### config.mk
export PLATFORM = sky130hd
export DESIGN_NAME = axi_wdata_burst_gen
export DESIGN_NICKNAME = d
export VERILOG_FILES = /design/src/rtl/axi_wdata_burst_gen.sv
export SDC_FILE = /design/constraint.sdc
export NUM_CORES = 1
export LEC_CHECK = 0
export BUFFER_PORTS_ARGS = -buffer_cell sky130_fd_sc_hd__clkbuf_2
export CAP_MARGIN = 15
export CELL_PAD_IN_SITES_DETAIL_PLACEMENT = 0
export CELL_PAD_IN_SITES_GLOBAL_PLACEMENT = 1
export CORE_UTILIZATION = 36
export DETAILED_ROUTE_END_ITERATION = 10
export PLACE_DENSITY = 0.77
export SYNTH_ARGS = -nofsm -noshare
export SYNTH_HDL_FRONTEND = slang
export SYNTH_SLANG_ARGS = --single-unit
### constraint.sdc
create_clock -name clk -period 2.7 [get_ports clk]
set_clock_uncertainty 0.15 [all_clocks]
set_input_delay 0.27 -clock clk [delete_from_list [all_inputs] [get_ports clk]]
set_output_delay 0.27 -clock clk [all_outputs]
set_load 0.01 [all_outputs]
### src/rtl/axi_wdata_burst_gen.sv
// Burst write-data source: takes one (len, seed, step) command and emits an
// arithmetic-progression beat stream with valid/ready/last, all outputs registered.
module axi_wdata_burst_gen #(
    parameter int DATA_W = 32,
    parameter int LEN_W  = 8
) (
    input  logic              clk,
    input  logic              rst_n,
    input  logic              cmd_valid,
    output logic              cmd_ready,
    input  logic [LEN_W-1:0]  cmd_len,
    input  logic [DATA_W-1:0] cmd_seed,
    input  logic [DATA_W-1:0] cmd_step,
    output logic              valid_out,
    input  logic              ready_in,
    output logic [DATA_W-1:0] data_out,
    output logic              last_out,
    output logic [LEN_W-1:0]  beat_idx,
    output logic              busy,
    output logic              done
);

    typedef enum logic {
        IDLE_S  = 1'b0,
        BURST_S = 1'b1
    } state_t;

    state_t              state_q, state_d;
    logic                cmd_ready_q, cmd_ready_d;
    logic                valid_q, valid_d;
    logic [DATA_W-1:0]   data_q, data_d;
    logic                last_q, last_d;
    logic [LEN_W-1:0]    idx_q, idx_d;
    logic                done_q, done_d;
    logic [LEN_W-1:0]    len_q, len_d;
    logic [DATA_W-1:0]   step_q, step_d;
    logic [LEN_W-1:0]    idx_inc_s;

    assign idx_inc_s = idx_q + LEN_W'(1);

    // State and output registers.
    always_ff @(posedge clk or negedge rst_n) begin
        if (!rst_n) begin
            state_q     <= IDLE_S;
            cmd_ready_q <= 1'b0;
            valid_q     <= 1'b0;
            data_q      <= {DATA_W{1'b0}};
            last_q      <= 1'b0;
            idx_q       <= {LEN_W{1'b0}};
            done_q      <= 1'b0;
            len_q       <= {LEN_W{1'b0}};
            step_q      <= {DATA_W{1'b0}};
        end else begin
            state_q     <= state_d;
            cmd_ready_q <= cmd_ready_d;
            valid_q     <= valid_d;
            data_q      <= data_d;
            last_q      <= last_d;
            idx_q       <= idx_d;
            done_q      <= done_d;
            len_q       <= len_d;
            step_q      <= step_d;
        end
    end

    // Next-state logic: command accept, beat advance, stall hold.
    always_comb begin
        state_d     = state_q;
        cmd_ready_d = cmd_ready_q;
        valid_d     = valid_q;
        data_d      = data_q;
        last_d      = last_q;
        idx_d       = idx_q;
        done_d      = 1'b0;
        len_d       = len_q;
        step_d      = step_q;
        case (state_q)
            IDLE_S: begin
                // cmd_ready comes up on the first edge after reset and stays up while idle.
                cmd_ready_d = 1'b1;
                if (cmd_valid && cmd_ready_q) begin
                    state_d     = BURST_S;
                    cmd_ready_d = 1'b0;
                    valid_d     = 1'b1;
                    data_d      = cmd_seed;
                    idx_d       = {LEN_W{1'b0}};
                    last_d      = (cmd_len == {LEN_W{1'b0}});
                    len_d       = cmd_len;
                    step_d      = cmd_step;
                end else begin
                    valid_d = 1'b0;
                end
            end
            BURST_S: begin
                if (valid_q && ready_in) begin
                    if (last_q) begin
                        state_d     = IDLE_S;
                        cmd_ready_d = 1'b1;
                        valid_d     = 1'b0;
                        last_d      = 1'b0;
                        done_d      = 1'b1;
                    end else begin
                        data_d = data_q + step_q;
                        idx_d  = idx_inc_s;
                        last_d = (idx_inc_s == len_q);
                    end
                end else begin
                    valid_d = valid_q;
                end
            end
            default: begin
                state_d     = IDLE_S;
                cmd_ready_d = 1'b0;
                valid_d     = 1'b0;
                last_d      = 1'b0;
            end
        endcase
    end

    assign cmd_ready = cmd_ready_q;
    assign valid_out = valid_q;
    assign data_out  = data_q;
    assign last_out  = last_q;
    assign beat_idx  = idx_q;
    assign busy      = (state_q == BURST_S);
    assign done      = done_q;

endmodule

* After elaboration in Yosys (flattened, before gate mapping)
Cells that the tools add are included.
** Cells by class
- Equal/unequal tests :: 5
- Bitwise gates (word level) :: 1
- Reduce and logical (&&, ||, !) cells :: 7
- $add $sub $neg :: 2
- Mux-type cells :: 26
** Operators with widths (number)
- $mux W32 :: 3
- $pmux W32 S2 :: 1
- $add A32 B32 Y32 :: 1
- $mux W8 :: 3
- $pmux W8 S2 :: 1
- $mux W1 :: 14
- $add A8 B1 Y8 const B :: 1
- $eq A8 B8 Y1 :: 1
- $logic_not A8 Y1 :: 1
- $pmux W1 S2 :: 4
- $reduce_and A2 Y1 :: 3
- $ne A2 B1 Y1 const B :: 2
- $ne A2 B2 Y1 const B :: 2
- $reduce_and A3 Y1 :: 1
- $logic_and A1 B1 Y1 :: 2
- $not A1 Y1 :: 1
** Word-level totals
- Register bits after elaboration :: 85
- Bits of input ports :: 76

* Longest topological paths before layout
- Depth in word-level cells :: 5
- Mapped depth :: 10

* Worst setup path before layout
Ideal clock, no wire load.
- Path type :: reg2reg
- Start point :: register data_q[0], in the netlist data_out[0]
- End point :: register data_q[20], in the netlist data_out[20]
- Data arrival time :: 2585 ps
- Cell stages (with the launch flop) :: 11
- Buffers on the path :: 0
- Path slack :: -166 ps
- Required time :: 2419 ps
- Setup time :: 131 ps
- Clock period less this slack :: 2866 ps
- Cells stage by stage :: dfrtp_1 > ha_1 > fa_1 > a211oi_1 > o21ai_1 > and4_1 > or2_1 > a211oi_1 > o21ai_1 > xnor2_1 > o21ai_1
** On the way
- Longest elaborated chain between the ends :: 4
** Ends and longest elaborated chain
- from (decl) :: RTL line 31 : logic [DATA_W-1:0] data_q, data_d;
- from (signal assigned) :: RTL line 47 : data_q <= {DATA_W{1'b0}};
- from (signal assigned) :: RTL line 57 : data_q <= data_d;
- $add A32 B32 Y32 :: RTL line 103 : data_d = data_q + step_q;
- $mux W32 :: RTL line 96 : if (last_q) begin
- $mux W32 :: RTL line 95 : if (valid_q && ready_in) begin
- $pmux W32 S2 :: RTL line 77 : case (state_q)
No other way between the ends. The select of a mux whose other input is x is not followed.
A chain may end at the register's enable or synchronous reset.

* Final worst setup path
- Start point :: register data_q[0], in the netlist data_out[0]
- End point :: register data_q[18], in the netlist data_out[18]
Same word-level chain as after synthesis.

==> summary.md <==
| Metric | Value |
|---|---|
| Die height | `between 100 and 150 microns` |
| Syn avg cell area | `8.430 sq um` |
| GRT overflow | `0` |
| Initial core utilization | `0.3756` |
| Worst min-delay path class | `in2reg` |
| CP Buf/Inv Count | `1` |
| Syn-to-layout area delta | `44.13%` |
| Syn Nets | `737` |
| Max-slew headroom | `0.6365` |
| Largest net degree at the start of global routing | `56` |
| Post-Layout Cell Count | `roughly 1.0k` |
| Post-synthesis simple-gate area fraction | `0.2111` |
| Largest family of logic cells by synthesized area | `simple AND/OR/NAND/NOR gates` |
| All-layer global routing usage | `0.2218` |
| Peak VDD IR | `0.4612 mV` |
| Total negative slack | `-0.02291 ns` |
| CTS tree | `done` |
| Cells after DPL | `roughly 1000` |
| Hold_sp | `cmd_len[1]` |
| Pwr Density | `between 1000 and 1500 nW/um^2` |
| Crit Path Max Fanout | `4` |
| Most frequent cells in the layout | `nand2_1, clkbuf_2, dfrtp_1` |
| Switching pwr | `between 4 and 5 mW` |
| # H-tree levels | `3` |
| Synth async-reset ratio | `1.000` |
| DRT iter0 DRCs | `332` |
| Vias/cell | `a little over 5` |
| Outcome | `complete, but fails checks` |
| Post-Route WL | `approximately 16 mm` |
| Max-slew violation count | `0` |
| Area after DPL | `roughly 6700 sq um` |
| Leakage | `~3.9 nW` |
| Reg2reg start | `data_out[0]` |
| Worst-path clk slew | `roughly 0.06 ns` |
| DRC viols | `0` |
| Fin area | `approximately 7600 sq um` |
| Final setup fails | `2` |
| Failing checks | `negative hold slack, negative setup slack` |
| Area of the multi-input gates | `between 3000 and 4000 sq um` |
| Synth Flop Type | `dfrtp_1` |
| Die area | `around 15000 sq um` |
| Setup CP Type | `reg2reg` |
| YS warnings | `0` |
| RSZ-0062 raised after global routing | `true` |
| Post-synthesis xor/xnor area fraction | `0.05956` |
| Die Wd | `around 120 microns` |
| Layout cells sized above 1 | `0.3081` |
| Routed length per instance | `15.55 microns` |
| Worst reg-to-reg path cell count | `10` |
| WHS | `-0.001718 ns` |
| Detail Placement HPWL | `between 10 and 15 mm` |
| Hold EP | `len_q[1]` |
| Sw frac | `0.4342` |
| Final hold vios | `1` |
| I/O pin count | `roughly 120` |
| Internal power | `5.813 mW` |
| Syn Std Cell Area | `roughly 5300 sq um` |
| Fmax | `367.5 MHz` |
| Crit end category | `flip-flop` |
| Synth Area in Compound Gates | `0.2042` |
| Hold Path Stages | `3` |
| Post-synth EDFFs | `0` |
| DR pass1 iterations | `5` |
| Reg2reg end | `data_out[18]` |
| Global-route wire length before repair | `roughly 26 mm` |
| Crit-path leading delay family | `compound AO/OA/AOI/OAI gates` |
| Diode count | `0` |
| Register area | `between 2000 and 2500 sq um` |
| Routability cong. | `roughly 0.85` |
| Root Driver | `clkbuf_16` |
| Critical Path RT | `2.78 ns` |
| Final setup margin | `-0.02124 ns` |
| Startpoint Class | `flip-flop` |
| # fillers | `around 1.3k` |
| Period utilisation layout | `1.008` |
| Clock Latency Late Sink | `approximately 0.35 ns` |
| Synth Register Bits | `between 80 and 90` |
| Nets | `between 900 and 1k` |
| Synth Area in Adders | `0.07941` |
| Most common cell after layout, fill and taps aside | `nand2_1` |
| WP data arrival | `between 2 and 3 ns` |
| Final min period | `2.721 ns` |
| Num Clock Sinks | `85` |
| Std-Cell Rows | `between 40 and 50` |
| Core ar. | `between 10000 and 15000 sq um` |
| Clock Power Share | `0.121` |
| Crit-path max cell delay | `between 0.3 and 0.4 ns` |
| Longest Clk Path Bufs | `2` |
| Port Buffers | `120` |
| Number of global-route vias before repair | `around 5.3k` |
| Register share of total power | `0.225` |
| Tightest Pin Transition | `about 0.55 ns` |
| Remaining antenna violation count | `0` |
| Post-synth cell types | `57` |
| Vias | `5407` |
| Worst path cell trace | `ha_2 > fa_2 > a211oi_2 > o21ai_2 > and4_4 > or2_4 > a211oi_4 > buf_4 > xor2_2 > o21ai_1` |
| Worst R2R Setup Slack | `-0.02 ns` |
| Register area share after synthesis | `0.4018` |
| Multiplexer area fraction after synthesis | `0.02269` |
| Max-Cap Viols | `0` |
| Initial antenna violation count | `0` |
| CP max-delay cell | `dfrtp_1` |
| Mapped Cells | `around 630` |
| Cts bufs inserted | `9` |
| Comb power frac | `0.654` |
-- cell families (layout without fill, tap and decap cells) --
family	Yosys count	after routing
AO/OA/AOI/OAI	173	173
AND/OR/NAND/NOR	261	261
buffers and inverters	28	260
adder cells (fa/ha/maj)	33	33
multiplexers	12	12
flip-flops	85	85
XOR/XNOR	36	36
-- worst max-delay path by stage --
| stage | from | endpoint | slack (ns) | cells after the start |
|---|---|---|---|---|
| final | data_out[0] | data_out[18] | -0.02 | 10 |
| after detailed placement | data_out[0] | data_out[28] | -0.16 | 10 |
| after CTS | data_out[20] | data_out[31] | -0.01 | 9 |
| after global placement | data_out[0] | data_out[28] | -0.11 | 10 |
| after global routing | step_q[0] | data_out[18] | -0.15 | 10 |
| after floorplan | data_out[19] | data_out[31] | 0.005 | 9 |
-- Yosys cell counts, drive strengths merged (2+ instances only) --
master,count,area share
and3,15,0.019
a311oi,2,0.0045
nand2,172,0.12
a311o,2,0.0038
a21o,17,0.024
nand3,14,0.013
inv,3,0.0021
clkbuf,21,0.016
a21oi,43,0.041
nand3b,2,0.0028
o221ai,2,0.0033
nand2b,4,0.0052
o21ai,55,0.052
nor4,2,0.0024
dfrtp,85,0.40
nor3,5,0.0047
a22oi,6,0.0085
o211ai,5,0.0071
o31ai,3,0.0043
nand4,2,0.0024
a2111oi,2,0.0033
nor2,33,0.023
or3,4,0.0057
xor2,16,0.026
buf,4,0.0035
xnor2,20,0.033
mux2i,12,0.023
o21a,8,0.011
o311ai,2,0.0033
and4,2,0.0033
a31oi,7,0.0083
nor2b,3,0.0035
ha,32,0.076
a211oi,7,0.0099
o21bai,2,0.0028
-- power groups by stage --
stage                     clock, mW  sequential, mW  combinational (mW)
final                          1.25            2.31                6.72
after global routing           1.33            2.38                7.43
after CTS                      1.28            2.29                6.28
after detailed placement          0            2.30                6.04
after global placement            0            2.27                5.97
after floorplan                   0            2.32                3.70
-- state kept, by name, indices dropped and copies added (netlist names) --
name / count
cmd_ready: 1
data_out: 32
last_out: 1
len_q: 8
busy: 1
done: 1
step_q: 32
valid_out: 1
beat_idx: 8
-- cell type report --
type | instances | share of cell area
clock inverter | 2 | 0.004592
tap | 180 | 0.02952
clock buffer | 11 | 0.03313
timing repair buffer | 244 | 0.2184
inverter | 3 | 0.001476
sequential | 85 | 0.2788
multi-input combinational | 515 | 0.4341
-- routing by layer --
layer	track usage	vias up	wire, microns
li1	-	2672	-
met1	0.2933	2573	7465
met2	0.3722	149	7743
met3	0.02998	13	754
met4	0.07455	0	205
met5	0	-	0
-- per-stage QoR --
stage               worst slack [ns]  utilization  power (mW)
floorplan                   0.005176            -       6.027
global placement             -0.1090       0.4735       8.238
detailed placement           -0.1606       0.4735       8.338
CTS                         -0.01034       0.5266       9.850
global route                 -0.1508       0.5413       11.14
finish                      -0.02124       0.5413       10.27
-- repair_timing --
action                                  in CTS  in global routing
endpoints found under the setup margin      14                 17
pin swaps                                    5                 23
gates cloned                                 0                  0
hold buffers                                38                  0
gates resized for setup                      9                 34
buffers inserted                             5                  6
endpoints found under the hold margin       76                  0
-- worst reg2reg max path, stage by stage (launching register included) --
cell	delay (ns)
dfrtp_1	0.38
ha_2	0.20
fa_2	0.35
a211oi_2	0.28
o21ai_2	0.14
and4_4	0.20
or2_4	0.26
a211oi_4	0.27
buf_4	0.16
xor2_2	0.13
o21ai_1	0.07
(Power assumes the default switching activity.)
